File: config.mk
export PLATFORM = sky130hd
export DESIGN_NAME = seg7_scan_arbiter
export DESIGN_NICKNAME = d
export VERILOG_FILES = /design/src/rtl/seg7_pkg.sv /design/src/rtl/seg7_digit_enc.sv /design/src/rtl/seg7_scan_arbiter.sv
export SDC_FILE = /design/constraint.sdc
export NUM_CORES = 1
export LEC_CHECK = 0
export CORE_ASPECT_RATIO = 2
export CORE_MARGIN = 2
export CORE_UTILIZATION = 55
export DETAILED_ROUTE_END_ITERATION = 8
export GPL_TIMING_DRIVEN = 0
export PLACE_DENSITY = 0.89
export SLEW_MARGIN = 25
export SYNTH_ARGS = -nofsm -noshare
export SYNTH_HDL_FRONTEND = slang
export SYNTH_SLANG_ARGS = --single-unit
File: constraint.sdc
create_clock -name clk -period 4.25 [get_ports clk]
set_input_delay 0.6375 -clock clk [delete_from_list [all_inputs] [get_ports clk]]
set_output_delay 0.6375 -clock clk [all_outputs]
set_load 0.05 [all_outputs]
File: src/rtl/seg7_pkg.sv
// Shared types and constants for the seg7 scan arbiter: the scan FSM states,
// the segment encodings and the all-off levels.
package seg7_pkg;

  typedef enum logic [1:0] {
    ST_IDLE  = 2'd0,
    ST_SHOW  = 2'd1,
    ST_BLANK = 2'd2
  } state_t;

  // Segment bit order {a,b,c,d,e,f,g,dp}, active-high.
  localparam logic [7:0] SEG_0 = 8'hFC;
  localparam logic [7:0] SEG_1 = 8'h60;
  localparam logic [7:0] SEG_2 = 8'hDA;
  localparam logic [7:0] SEG_3 = 8'hF2;
  localparam logic [7:0] SEG_4 = 8'h66;
  localparam logic [7:0] SEG_5 = 8'hB6;
  localparam logic [7:0] SEG_6 = 8'hBE;
  localparam logic [7:0] SEG_7 = 8'hE0;
  localparam logic [7:0] SEG_8 = 8'hFE;
  localparam logic [7:0] SEG_9 = 8'hF6;

  localparam logic [7:0] SEG_BLANK   = 8'h00;
  localparam logic [7:0] SEL_ALL_OFF = 8'hFF;

  // Index of the most significant non-zero nibble; 0 when the word is zero.
  function automatic logic [2:0] msd_index(input logic [31:0] v);
    logic [2:0] idx;
    idx = 3'd0;
    for (int k = 0; k < 8; k++) begin
      if (v[k*4 +: 4] != 4'd0) idx = 3'(k);
    end
    return idx;
  endfunction

endpackage

File: src/rtl/seg7_digit_enc.sv
// BCD nibble to seven-segment pattern; non-decimal nibbles render as all-off.
module seg7_digit_enc
  import seg7_pkg::*;
(
  input  logic [3:0] nibble,
  output logic [7:0] seg
);

  always_comb begin
    case (nibble)
      4'd0:    seg = SEG_0;
      4'd1:    seg = SEG_1;
      4'd2:    seg = SEG_2;
      4'd3:    seg = SEG_3;
      4'd4:    seg = SEG_4;
      4'd5:    seg = SEG_5;
      4'd6:    seg = SEG_6;
      4'd7:    seg = SEG_7;
      4'd8:    seg = SEG_8;
      4'd9:    seg = SEG_9;
      default: seg = SEG_BLANK;
    endcase
  end

endmodule

File: src/rtl/seg7_scan_arbiter.sv
// Two-requester arbiter for a multiplexed 8-digit seven-segment display.
// Optional leading-zero blanking is enabled by defining SEG7_LZ_BLANK_EN.
module seg7_scan_arbiter
  import seg7_pkg::*;
#(
  parameter int unsigned SCAN_DIV    = 1000,
  parameter int unsigned BLANK_CYC   = 16,
  parameter int unsigned HOLD_FRAMES = 64
) (
  input  logic        clk,
  input  logic        rst,
  input  logic        req0,
  input  logic [31:0] data0,
  input  logic        req1,
  input  logic [31:0] data1,
  output logic        grant0,
  output logic        grant1,
  output logic [7:0]  seg_data,
  output logic [7:0]  seg_sel
);

  localparam logic [31:0] SHOW_LAST  = 32'(SCAN_DIV - 1);
  localparam logic [31:0] BLANK_LAST = 32'(BLANK_CYC - 1);
  localparam logic [31:0] HOLD_MAX   = 32'(HOLD_FRAMES);

  state_t      state_q, state_d;
  logic [2:0]  digit_q, digit_d;
  logic [31:0] phase_q, phase_d;
  logic [31:0] held_q, held_d, held_inc;
  logic        grant0_q, grant0_d;
  logic        grant1_q, grant1_d;
  logic        rr_ptr_q, rr_ptr_d;
  logic [31:0] shadow_q, shadow_d;
  logic [7:0]  seg_sel_q, seg_sel_d;
  logic [7:0]  seg_data_q, seg_data_d;

  logic        owner, own_req, oth_req;
  logic        start, start_owner;
  logic [3:0]  nibble_sel;
  logic [7:0]  enc_seg;

  always_comb begin
    state_d     = state_q;
    digit_d     = digit_q;
    phase_d     = phase_q;
    held_d      = held_q;
    grant0_d    = grant0_q;
    grant1_d    = grant1_q;
    rr_ptr_d    = rr_ptr_q;
    shadow_d    = shadow_q;
    start       = 1'b0;
    start_owner = 1'b0;

    // held_inc counts the frame that is completing right now.
    held_inc = (held_q >= HOLD_MAX) ? HOLD_MAX : held_q + 32'd1;
    owner    = grant1_q;
    own_req  = owner ? req1 : req0;
    oth_req  = owner ? req0 : req1;

    case (state_q)
      ST_IDLE: begin
        if (req0 || req1) begin
          start       = 1'b1;
          start_owner = (req0 && req1) ? rr_ptr_q : req1;
          held_d      = 32'd0;
        end
      end
      ST_SHOW: begin
        if (phase_q == SHOW_LAST) begin
          state_d = ST_BLANK;
          phase_d = 32'd0;
        end else begin
          phase_d = phase_q + 32'd1;
        end
      end
      ST_BLANK: begin
        if (phase_q != BLANK_LAST) begin
          phase_d = phase_q + 32'd1;
        end else if (digit_q != 3'd7) begin
          state_d = ST_SHOW;
          digit_d = digit_q + 3'd1;
          phase_d = 32'd0;
        end else if (!own_req) begin
          if (oth_req) begin
            start       = 1'b1;
            start_owner = ~owner;
            held_d      = 32'd0;
          end else begin
            state_d  = ST_IDLE;
            digit_d  = 3'd0;
            phase_d  = 32'd0;
            grant0_d = 1'b0;
            grant1_d = 1'b0;
            held_d   = 32'd0;
          end
        end else if (oth_req && (held_inc >= HOLD_MAX)) begin
          start       = 1'b1;
          start_owner = ~owner;
          held_d      = 32'd0;
        end else begin
          start       = 1'b1;
          start_owner = owner;
          held_d      = held_inc;
        end
      end
      default: state_d = ST_IDLE;
    endcase

    // Every new frame (fresh grant or kept owner) reloads the shadow copy.
    if (start) begin
      state_d  = ST_SHOW;
      digit_d  = 3'd0;
      phase_d  = 32'd0;
      grant0_d = ~start_owner;
      grant1_d = start_owner;
      rr_ptr_d = ~start_owner;
      shadow_d = start_owner ? data1 : data0;
    end
  end

  assign nibble_sel = shadow_d[{digit_d, 2'b00} +: 4];

  seg7_digit_enc u_enc (
    .nibble (nibble_sel),
    .seg    (enc_seg)
  );

  always_comb begin
    seg_sel_d  = SEL_ALL_OFF;
    seg_data_d = SEG_BLANK;
    if (state_d == ST_SHOW) begin
      seg_sel_d = ~(8'b0000_0001 << digit_d);
`ifdef SEG7_LZ_BLANK_EN
      if ((digit_d != 3'd0) && (digit_d > msd_index(shadow_d))) begin
        seg_data_d = SEG_BLANK;
      end else begin
        seg_data_d = enc_seg;
      end
`else
      seg_data_d = enc_seg;
`endif
    end
  end

  always_ff @(posedge clk or posedge rst) begin
    if (rst) begin
      state_q    <= ST_IDLE;
      digit_q    <= 3'd0;
      phase_q    <= 32'd0;
      held_q     <= 32'd0;
      grant0_q   <= 1'b0;
      grant1_q   <= 1'b0;
      rr_ptr_q   <= 1'b0;
      shadow_q   <= 32'd0;
      seg_sel_q  <= SEL_ALL_OFF;
      seg_data_q <= SEG_BLANK;
    end else begin
      state_q    <= state_d;
      digit_q    <= digit_d;
      phase_q    <= phase_d;
      held_q     <= held_d;
      grant0_q   <= grant0_d;
      grant1_q   <= grant1_d;
      rr_ptr_q   <= rr_ptr_d;
      shadow_q   <= shadow_d;
      seg_sel_q  <= seg_sel_d;
      seg_data_q <= seg_data_d;
    end
  end

  assign grant0   = grant0_q;
  assign grant1   = grant1_q;
  assign seg_sel  = seg_sel_q;
  assign seg_data = seg_data_q;

endmodule

==> results_dict.tcl <==
set metrics [dict create \
    grt_pass1_vias 5762 \
    place_congestion 0.952 \
    cts_tree "yes" \
    min_path_cells 2 \
    rows 54 \
    end_kind "flop" \
    cpMostUsedCell "ha_1" \
    hold_end "shadow_q[21]" \
    synth_warnings 0 \
    grt_usage_pct 30.1 \
    dp_hpwl_mm 12.1 \
    r2r_setup_slack_ns 0.22 \
    whs_ns 0.470 \
    crit_fanout 10 \
    synth_top_area_cell "dfrtp_1" \
    regArea_sq_um 2990 \
    io_pins 86 \
    final_common_cell "dfrtp_1" \
    synth_edf_count 0 \
    antenna_found_initial 0 \
    hold_violations 0 \
    fill_cells 760 \
    numPortBuffers 83 \
    antenna_cells 0 \
    grt_overflow_total 0 \
    outcome "completed" \
    worstMarginPinSlew_ns 0.722 \
    htree_num_levels 4 \
    vias_per_cell 6.35 \
    synth-seq-cells 119 \
    die_area_sq_um 12000 \
    hp-class "flop to flop" \
    multi_input_area_sq_um 2900 \
    startpoint_type "flop" \
    peakVddDrop_mv 0.373 \
    postSynthCellCount 629 \
    r2r.worst_path.cells 13 \
    grt_pass1_wl_mm 28.1 \
    die_h_microns 153 \
    power.density_nw_per_um2 479 \
    async_flop_share_pct 100 \
    numCtsBuffers 17 \
    rsz0062_at_grt "no" \
    setup_viol 0 \
    netlist.area_leader.share_pct 45.6 \
    wl_mm 17.2 \
    crit_type "flop to flop" \
    crit_family "compound AO/OA/AOI/OAI gates" \
    max-slew-margin-rel_pct 51.5 \
    dp_cells 853 \
    max-clock-path-buffers 2 \
    synth_nets 707 \
    worstReg2RegStart "held_q[0]" \
    min_from "shadow_q[21]" \
    critPathBufInv 1 \
    yosysSeqAreaShare_pct 49.1 \
    finalSetupTns_ns 0 \
    crit_path_start "held_q[0]" \
    cts_setup_buffers 0 \
    layout.nets 810 \
    grt_max_degree 70 \
    drtPass1Iterations 7 \
    fin_skew_ns 0.00760 \
    max_freq_ghz 0.248 \
    slew_viol_final 0 \
    ys_top_cells_by_area "dfrtp_1, nand2_1, and3_1" \
    syn_to_final_growth_pct 26.9 \
    critPathMaxStageDelay_ns 0.49 \
    root_buffer "clkbuf_16" \
    p_leak_nw 3.54 \
    crit_chain "ha_1 > nand3_1 > o21a_1 > nor4_1 > mux2_2 > a21oi_2 > buf_2 > a22oi_1 > nand4bb_1 > o221ai_1 > ha_1 > mux2i_1 > a21oi_1" \
    cts.clk_slew.worst_paths_ns 0.06 \
    start_util_pct 56.0 \
    synth_area_per_cell_sq_um 9.68 \
    crit_required_ns 4.54 \
    dieWidth_microns 78.4 \
    yosysUniqueCellTypes 76 \
    insertion_delay_ns 0.43 \
    maxCapViolations 0 \
    drc 0 \
    syn_area_sq_um 6090 \
    drt_iter0_markers 431 \
    fin_crit_ns 4.03 \
    drtAntennaViolNets 0 \
    cp.arrival_ns 4.32 \
    fin_cells 885 \
    drive_gt1_share_pct 10.2 \
    clock_sinks 119 \
    core_area_sq_um 10900 \
    vias 5623 \
    fin_crit_sh_pct 94.9 \
    cp_slowest_cell "mux2_2" \
    wl_per_cell_microns 19.5 \
    layout_common_cells "dfrtp_1, nand2_1, clkdlybuf4s50_1" \
    regToRegEndpoint "seg_data[4]" \
    ys.flop_type "dfrtp_1" \
]
## Yosys cell counts (all sizes together) (3+ instances only)
library cell / count
a21o: 7
a21oi: 20
a221o: 4
a221oi: 5
a22o: 4
a22oi: 20
a31oi: 4
a32o: 3
a32oi: 6
and2: 8
and3: 48
and4: 4
buf: 16
clkbuf: 17
dfrtp: 111
dfstp: 8
ha: 10
inv: 13
mux2i: 5
nand2: 89
nand2b: 9
nand3: 36
nand3b: 3
nand4: 8
nor2: 38
nor2b: 4
nor3: 6
nor3b: 3
nor4: 18
o21ai: 39
o31ai: 7
or2: 4
or3: 7
xnor2: 3
xor2: 12
## tightest hold or removal path: cells and delay by family, from the launching register on
family / cells / cell delay [ns]
AND/OR/NAND/NOR: 1 / 0.06
flip-flops: 1 / 0.32
AO/OA/AOI/OAI: 1 / 0.06
## how the worst max path moves through the flow
stage	to	slack [ns]	depth (start not counted)
2_1_floorplan	digit_q[0]	0.47	1
3_3_place_gp	shadow_q[22]	-0.97	2
3_5_place_dp	seg_data[2]	-0.02	15
4_1_cts	seg_data[2]	0.31	17
5_1_grt	seg_data[2]	0.04	15
6_report	seg_data[4]	0.22	13
## where the power goes
part / switching [W] / internal [W]
clock network: 0.000546 / 0.000880
logic: 0.000518 / 0.000341
registers: 0.000113 / 0.00130
## through the flow
step	power, W	cell area [sq um]	worst slack [ns]	util, %
floorplan	0.00196	6090	0.468	-
global placement	0.00220	7100	-0.968	65.2
detailed placement	0.00226	7130	-0.0178	65.5
CTS	0.00368	7720	0.311	71.0
global route	0.00383	7730	0.0364	71.0
finish	0.00370	7730	0.217	71.0
## sequential cells by signal (all words and copies together), names as in the netlist
name      flops
digit_q       3
grant0        1
grant1        1
held_q       32
phase_q      32
rr_ptr_q      1
seg_data      7
seg_sel       8
shadow_q     32
state_q       2
## area by class of cell
| class | count | area share (%) |
|---|---|---|
| Buffer | 33 | 2.12 |
| Clock buffer | 18 | 5.68 |
| Clock inverter | 14 | 1.96 |
| Inverter | 13 | 0.696 |
| Multi-Input combinational cell | 464 | 37.5 |
| Sequential cell | 119 | 38.7 |
| Tap cell | 140 | 2.27 |
| Timing Repair Buffer | 84 | 11.1 |
## timing repair
item / 4_1_cts / 5_1_grt
endpoints found under the setup margin: 0 / 1
hold buffers: 0 / 0
resized for setup: 0 / 1
## cells by family after synthesis
logic type | count (synthesis) | synth area share (%)
xor+xnor | 15 | 2.16
other cells | 1 | 0.0616
fa+ha+maj | 10 | 2.05
buf+inv | 46 | 3.49
flops | 119 | 49.1
compound gates | 143 | 17.0
simple gates | 289 | 25.2
mux | 6 | 1.01
## layer usage
metal  track usage (%)  vias up  routed length, microns
li1                  -     2511                       -
met1              32.0     2726                    5940
met2              51.9      284                    9220
met3              7.44      102                    1030
met4              19.1        0                    1040
met5                 0        -                       0
Note: power is estimated with default switching activity, not from simulation.
